==> src/rtl/key_word_gen.sv <==
// AES-128/192/256 key schedule generator.
// Streams w[0..Nw-1] one word per accepted transfer.
module key_word_gen #(
  parameter int WORD_W = 32,
  parameter int IDX_W  = 6
) (
  input  logic              clk,
  input  logic              rst_n,
  input  logic              start,
  input  logic [1:0]        key_len,
  input  logic [255:0]      key_in,
  output logic [WORD_W-1:0] word_out,
  output logic [IDX_W-1:0]  word_idx,
  output logic              word_valid,
  input  logic              word_ready,
  output logic              busy,
  output logic              done
);

  localparam logic [1:0] S_IDLE = 2'd0;
  localparam logic [1:0] S_RUN  = 2'd1;
  localparam logic [1:0] S_FIN  = 2'd2;

  logic [1:0]        state_q, state_d;
  logic [3:0]        nk_q, nk_d;
  logic [255:0]      kbuf_q, kbuf_d;
  logic [WORD_W-1:0] hist_q [8];
  logic [WORD_W-1:0] hist_d [8];
  logic [WORD_W-1:0] word_q, word_d;
  logic [IDX_W-1:0]  idx_q, idx_d;
  logic              valid_q, valid_d;
  logic [2:0]        modc_q, modc_d;
  logic [7:0]        rcon_q, rcon_d;

  logic [WORD_W-1:0] h1 [8];
  logic [WORD_W-1:0] kw [8];
  logic [WORD_W-1:0] wnk, rot, sub_in, sub_out, t, nxt_word;
  logic [IDX_W-1:0]  nidx, last_idx;
  logic [2:0]        modn;
  logic [3:0]        nk_sel;
  logic              acc, is_last, rcon_step;

  function automatic logic [7:0] gmul(
    input logic [7:0] a,
    input logic [7:0] b
  );
    logic [7:0] p;
    logic [7:0] x;
    p = 8'h00;
    x = a;
    for (int k = 0; k < 8; k++) begin
      if (b[k]) p = p ^ x;
      x = {x[6:0], 1'b0} ^ (x[7] ? 8'h1b : 8'h00);
    end
    return p;
  endfunction

  // S-box as GF(2^8) inverse (a^254) followed by the affine map.
  function automatic logic [7:0] sbox(input logic [7:0] a);
    logic [7:0] r;
    logic [7:0] p;
    r = 8'h01;
    p = a;
    for (int k = 0; k < 7; k++) begin
      p = gmul(p, p);
      r = gmul(r, p);
    end
    return r ^ {r[6:0], r[7]} ^ {r[5:0], r[7:6]}
             ^ {r[4:0], r[7:5]} ^ {r[3:0], r[7:4]} ^ 8'h63;
  endfunction

  function automatic logic [7:0] xtime(input logic [7:0] a);
    return {a[6:0], 1'b0} ^ (a[7] ? 8'h1b : 8'h00);
  endfunction

  assign acc       = valid_q & word_ready;
  assign last_idx  = IDX_W'({nk_q, 2'b00}) + IDX_W'(27);
  assign is_last   = (idx_q == last_idx);
  assign nidx      = idx_q + IDX_W'(1);
  assign modn      = ({1'b0, modc_q} == nk_q - 4'd1) ? 3'd0
                                                     : modc_q + 3'd1;
  assign rcon_step = (modc_q == 3'd0) && (idx_q >= IDX_W'(nk_q));

  // Key buffer split into words; history as seen after this accept.
  always_comb begin
    for (int j = 0; j < 8; j++) begin
      kw[j] = kbuf_q[255-32*j -: WORD_W];
    end
    h1[0] = word_q;
    for (int j = 1; j < 8; j++) begin
      h1[j] = hist_q[j-1];
    end
  end

  // Next schedule word computed from the shifted history.
  always_comb begin
    case (nk_q)
      4'd6:    wnk = h1[5];
      4'd8:    wnk = h1[7];
      default: wnk = h1[3];
    endcase
    rot     = {h1[0][23:0], h1[0][31:24]};
    sub_in  = (modn == 3'd0) ? rot : h1[0];
    sub_out = {sbox(sub_in[31:24]), sbox(sub_in[23:16]),
               sbox(sub_in[15:8]),  sbox(sub_in[7:0])};
    if (modn == 3'd0) begin
      t = sub_out ^ {rcon_q, {(WORD_W-8){1'b0}}};
    end else if (nk_q == 4'd8 && modn == 3'd4) begin
      t = sub_out;
    end else begin
      t = h1[0];
    end
    if (nidx < IDX_W'(nk_q)) begin
      nxt_word = kw[nidx[2:0]];
    end else begin
      nxt_word = wnk ^ t;
    end
  end

  // Key length decode; 2'b11 falls back to AES-128.
  always_comb begin
    case (key_len)
      2'b01:   nk_sel = 4'd6;
      2'b10:   nk_sel = 4'd8;
      default: nk_sel = 4'd4;
    endcase
  end

  // Control FSM and register next-state.
  always_comb begin
    state_d = state_q;
    nk_d    = nk_q;
    kbuf_d  = kbuf_q;
    word_d  = word_q;
    idx_d   = idx_q;
    valid_d = valid_q;
    modc_d  = modc_q;
    rcon_d  = rcon_q;
    for (int j = 0; j < 8; j++) begin
      hist_d[j] = hist_q[j];
    end
    unique case (state_q)
      S_IDLE: begin
        if (start) begin
          state_d = S_RUN;
          nk_d    = nk_sel;
          kbuf_d  = key_in;
          word_d  = key_in[255 -: WORD_W];
          idx_d   = '0;
          valid_d = 1'b1;
          modc_d  = 3'd0;
          rcon_d  = 8'h01;
          for (int j = 0; j < 8; j++) begin
            hist_d[j] = '0;
          end
        end
      end
      S_RUN: begin
        if (acc) begin
          if (rcon_step) rcon_d = xtime(rcon_q);
          if (is_last) begin
            state_d = S_FIN;
            valid_d = 1'b0;
          end else begin
            word_d = nxt_word;
            idx_d  = nidx;
            modc_d = modn;
            for (int j = 0; j < 8; j++) begin
              hist_d[j] = h1[j];
            end
          end
        end
      end
      S_FIN: state_d = S_IDLE;
      default: state_d = S_IDLE;
    endcase
  end

  // State registers with asynchronous clear.
  always_ff @(posedge clk or negedge rst_n) begin
    if (!rst_n) begin
      state_q <= S_IDLE;
      nk_q    <= 4'd4;
      kbuf_q  <= '0;
      word_q  <= '0;
      idx_q   <= '0;
      valid_q <= 1'b0;
      modc_q  <= 3'd0;
      rcon_q  <= 8'h00;
      for (int j = 0; j < 8; j++) begin
        hist_q[j] <= '0;
      end
    end else begin
      state_q <= state_d;
      nk_q    <= nk_d;
      kbuf_q  <= kbuf_d;
      word_q  <= word_d;
      idx_q   <= idx_d;
      valid_q <= valid_d;
      modc_q  <= modc_d;
      rcon_q  <= rcon_d;
      for (int j = 0; j < 8; j++) begin
        hist_q[j] <= hist_d[j];
      end
    end
  end

  assign word_out   = word_q;
  assign word_idx   = idx_q;
  assign word_valid = valid_q;
  assign busy       = (state_q != S_IDLE);
  assign done       = (state_q == S_FIN);

endmodule

==> config.mk <==
export PLATFORM = sky130hd
export DESIGN_NAME = key_word_gen
export DESIGN_NICKNAME = d
export VERILOG_FILES = /design/src/rtl/key_word_gen.sv
export SDC_FILE = /design/constraint.sdc
export NUM_CORES = 2
export LEC_CHECK = 0
export ABC_AREA = 0
export CORE_MARGIN = 8
export CORE_UTILIZATION = 65
export DETAILED_ROUTE_END_ITERATION = 10
export GPL_ROUTABILITY_DRIVEN = 1
export PLACE_DENSITY = 0.89
export SETUP_SLACK_MARGIN = 0.5
export SLEW_MARGIN = 20
export SYNTH_ARGS = -nofsm -noshare
export SYNTH_HDL_FRONTEND = slang
export SYNTH_SLANG_ARGS = --single-unit
export TNS_END_PERCENT = 30
==> constraint.sdc <==
create_clock -name clk -period 19.7 [get_ports clk]
set_clock_uncertainty 0.15 [all_clocks]
set_input_delay 3.94 -clock clk [delete_from_list [all_inputs] [get_ports clk]]
set_output_delay 3.94 -clock clk [all_outputs]
set_load 0.05 [all_outputs]
==> results.md <==
| Step | Item | Reported |
|:---|:---|:---|
| clock tree | Clock root buffer | clkbuf_16 |
| worst hold path | Worst Hold Path EP | h1[165] |
| global routing | Total GRT Usage | 0.372 |
| timing | Relative slew slack | 0.216 |
| timing | Actual transition at the worst max-transition pin | 1180 ps |
| clock tree | CTS max path bufs | 3 |
| worst hold path | Kind of path behind the tightest hold check | register to register |
| global routing | Grt ovf | 0 |
| placed design | Detailed placer's ending HPWL | 206000 um |
| finish | Ratio of cells with drive above 1 in the final layout | 0.111 |
| worst hold path | Hold path start | h1[165] |
| worst setup path | Slowest library cell on the worst path | xnor3_1 |
| timing | Final-report hold violation count | 0 |
| timing | Count of final max-slew check failures | 0 |
| floorplanning | Die W | 384 um |
| global routing | Pin count of the biggest net entering global routing | 247 |
| timing | Post-Route Setup TNS | 0 ps |
| synth | Number of enable-type register cells in the synthesized netlist | 0 |
| clock tree | Number of sinks driven by the clock tree | 535 |
| synth | Ys flop type | dfrtp_1 |
| worst setup path | Number of cell instances on the worst register-to-register path | 64 |
| detailed routing | Wire length per cell after detailed routing | 21.9 um |
| worst setup path | Most common cell type on the critical path | xnor2_1 |
| worst setup path | Launching element type of the critical path | register |
| floorplanning | Die Area | 0.148 sq mm |
| worst setup path | Family with the most delay on the worst path | XOR/XNOR gates |
| synth | Post-synthesis instance total | 11500 |
| worst setup path | Critical Path Source | nk_q[1] |
| finish | Signed area change from the synthesized netlist to the final layout | 9.46% |
| flow run | Number of violations of the max-capacitance limit | 0 |
| floorplanning | Row cnt | 135 |
| timing | Post-route clock period utilization | 0.946 |
| synth | Post-synth ARST share | 1.00 |
| detailed routing | Via count | 87200 |
| synth | Number of nets produced by synthesis | 11800 |
| synth | Fraction of synthesized cell area taken by the top area cell type | 0.164 |
| floorplanning | Boundary Pins | 303 |
| finish | Utilization after layout | 0.715 |
| placed design | Quantity of I/O buffers inserted on ports | 302 |
| worst hold path | Cell count of the worst hold path | 2 |
| detailed routing | Post-detailed-route count of antenna-violating nets | 0 |
| timing | Final Setup Violations | 0 |
| detailed routing | Total detailed-routing wirelength | 292000 um |
| global routing | First-pass GRT wire length | 456000 um |
| worst setup path | Reg-to-reg critical path endpoint | word_out[23] |
| placed design | Final estimated routing congestion in global placement | 0.963 |
| synth | Ranking of synthesized cells by area | xnor2_1 16%, dfrtp_1 15%, nand2_1 9.4% |
| status | Run status | complete, no violations |
| detailed routing | DRC | 0 |
| finish | Filler cells | 10500 |
| worst setup path | Critical path start-end classification | register to register |
| worst setup path | R2R setup slack | 1070 ps |
| synth | #FFs+latches synth | 535 |
| clock tree | Clock tree from TritonCTS | done |
| worst setup path | Endpoint required time on the critical path | 20040 ps |
| clock tree | Clock slew at the register clock pins of the worst setup and hold paths | 60 ps |
| global routing | Number of antenna violations at the first check in global routing | 20 |
| synth | Synth Warn # | 0 |
| clock tree | Number of CTS-inserted buffers | 52 |
| worst setup path | Top fanout value on the critical path | 16 |
| finish | Nets@finish | 11800 |
| timing | Final worst setup slack | 1070 ps |
| clock tree | Clk Latency, worst-skew pair | 620 ps |
| floorplanning | Core Area | 0.135 sq mm |
| placed design | Pre-CTS setup slack | -509 ps |
| timing | Unrepaired setup endpoints after global routing | yes |
| detailed routing | Number of vias per cell | 6.54 |
| floorplanning | Initial core utilization | 0.653 |
| worst setup path | Reg2reg start | nk_q[1] |
| clock tree | Count of hold buffers inserted by post-cts repair | 0 |
| timing | Post-layout min period | 18630 ps |
| synth | Dominant cell type by area after synthesis | xnor2_1 |
| detailed routing | 1st-pass router iterations | 9 |
| clock tree | H-tree lvl count | 2 |
| detailed routing | Number of DRC markers after the initial detailed-route iteration | 11000 |
| finish | FF/Latch Area | 0.0134 sq mm |
| floorplanning | Die Y | 384 um |
| finish | Footprint of the multi-input gates | 0.0718 sq mm |
| synth | Synthesized area per cell | 7.67 sq um |
| worst setup path | Delay of the slowest critical-path stage | 630 ps |
| synth | Sequential fraction of the synthesis area | 0.152 |
| worst setup path | Worst path arrival time | 18970 ps |
| worst setup path | Number of buffer and inverter instances along the worst setup path | 9 |
| synth | Number of different library cells in the post-synthesis netlist | 136 |
| synth | Post-Synthesis Cell Area | 0.0883 sq mm |
| worst setup path | Element type at the critical path end | register |
| global routing | Via count of the first global-routing pass | 82600 |
| timing | Maximum achievable frequency | 53.7 MHz |
-- per-layer routing --
| layer | up-vias | share of wire | track usage |
|---|---|---|---|
| li1 | 39600 | - | - |
| met1 | 41400 | 0.38 | 0.485 |
| met2 | 5196 | 0.47 | 0.607 |
| met3 | 1057 | 0.099 | 0.0608 |
| met4 | 2 | 0.052 | 0.171 |
| met5 | - | 0.000034 | 0 |
-- kinds of logic after synthesis --
group,count (synthesis),share of synthesized area
adders and majority gates,39,0.00553
buffers and inverters,1002,0.0516
and+or+nand+nor,4638,0.225
xor gates and xnor gates,2682,0.343
DFF,535,0.152
AOI/OAI and AO/OA,2210,0.167
muxes,407,0.0565
-- worst max path at each step --
| stage | cells past startpoint | slack (ps) | endpoint |
|---|---|---|---|
| after CTS | 67 | 460 | word_out[23] |
| after floorplan | 80 | 1750 | word_out[27] |
| after global routing | 73 | 320 | word_out[23] |
| after detailed placement | 64 | -510 | word_out[24] |
| after global placement | 65 | -250 | word_out[29] |
| final | 64 | 1070 | word_out[23] |
-- timing repair --
action	in CTS	in global routing
gates resized for setup	35	141
buffers inserted	6	94
setup endpoints to repair	20	32
pin swaps	2	37
-- synthesized netlist by cell type, drive strengths merged, types with 39 or more instances --
| cell | n |
|---|---|
| o21ai | 474 |
| dfrtp | 534 |
| xor3 | 47 |
| o211ai | 108 |
| clkbuf | 527 |
| inv | 109 |
| a31oi | 98 |
| or3 | 41 |
| and2 | 62 |
| ha | 39 |
| xnor2 | 1832 |
| o31ai | 56 |
| nor2 | 1205 |
| nand2b | 58 |
| nor4 | 65 |
| mux2 | 57 |
| o32ai | 39 |
| nand4 | 41 |
| mux4 | 65 |
| nand2 | 2203 |
| mux2i | 285 |
| and3 | 58 |
| xor2 | 540 |
| a21oi | 579 |
| a22oi | 61 |
| a211oi | 121 |
| xnor3 | 263 |
| nand3 | 443 |
| buf | 349 |
| o22ai | 140 |
| nor3 | 286 |
| nor2b | 59 |
-- worst reg2reg max path, delay by kind of cell (launching register included) --
| family | cells | cell delay, ps |
|---|---|---|
| adders and majority gates | 4 | 1810 |
| AOI/OAI and AO/OA | 5 | 1210 |
| muxes | 3 | 1070 |
| DFF | 1 | 500 |
| buffers and inverters | 9 | 1800 |
| and+or+nand+nor | 7 | 1090 |
| xor gates and xnor gates | 36 | 10860 |
-- final cells by class --
class | instances | share of cell area
clock buffer | 80 | 0.0161
multi-input combinational | 9976 | 0.743
tap | 1781 | 0.0231
timing repair buffer | 807 | 0.0724
clock inverter | 12 | 0.00136
inverter | 126 | 0.00500
antenna | 19 | 0.000492
sequential | 535 | 0.139
-- through the flow --
| step | hold slack, ps | cells | area (sq um) |
|---|---|---|---|
| 2_1_floorplan | 288 | 11500 | 88300 |
| 3_3_place_gp | 298 | 13100 | 92900 |
| 3_5_place_dp | 305 | 13100 | 92900 |
| 4_1_cts | 319 | 13200 | 94900 |
| 5_1_grt | 332 | 13300 | 96600 |
| 6_report | 317 | 13300 | 96600 |
-- cell usage in the layout (no fill, tap or decap), types with 50 or more instances in the layout --
| master | instances |
|---|---|
| xnor2_1 | 1585 |
| o211ai_1 | 106 |
| o21ai_1 | 67 |
| a31oi_1 | 94 |
| xnor3_1 | 221 |
| nand3_1 | 438 |
| nor3_1 | 270 |
| clkdlybuf4s50_1 | 301 |
| xnor2_4 | 68 |
| a211oi_1 | 112 |
| o21ai_0 | 401 |
| dfrtp_1 | 532 |
| xnor2_2 | 179 |
| a21oi_1 | 564 |
| buf_4 | 488 |
| clkbuf_16 | 53 |
| inv_1 | 95 |
| and3_1 | 56 |
| xor2_1 | 457 |
| o22ai_1 | 137 |
| nand2b_1 | 58 |
| nor4_1 | 62 |
| a22oi_1 | 60 |
| nand2_1 | 2195 |
| mux4_2 | 65 |
| mux2i_1 | 276 |
| and2_1 | 57 |
| xor2_2 | 62 |
| nor2_1 | 1187 |
| o31ai_1 | 50 |
| nor2b_1 | 57 |
-- flip-flops by register name, summed over array words and instances (netlist names) --
register and flops:
modc_q 3, word_idx 6, word_valid 1, kbuf_q 256
state_q 2, nk_q 3, h1 224, word_out 32
rcon_q 8
Power is not shown: default switching activity piles up to over one toggle a cycle in this logic, so the estimate is an artifact.
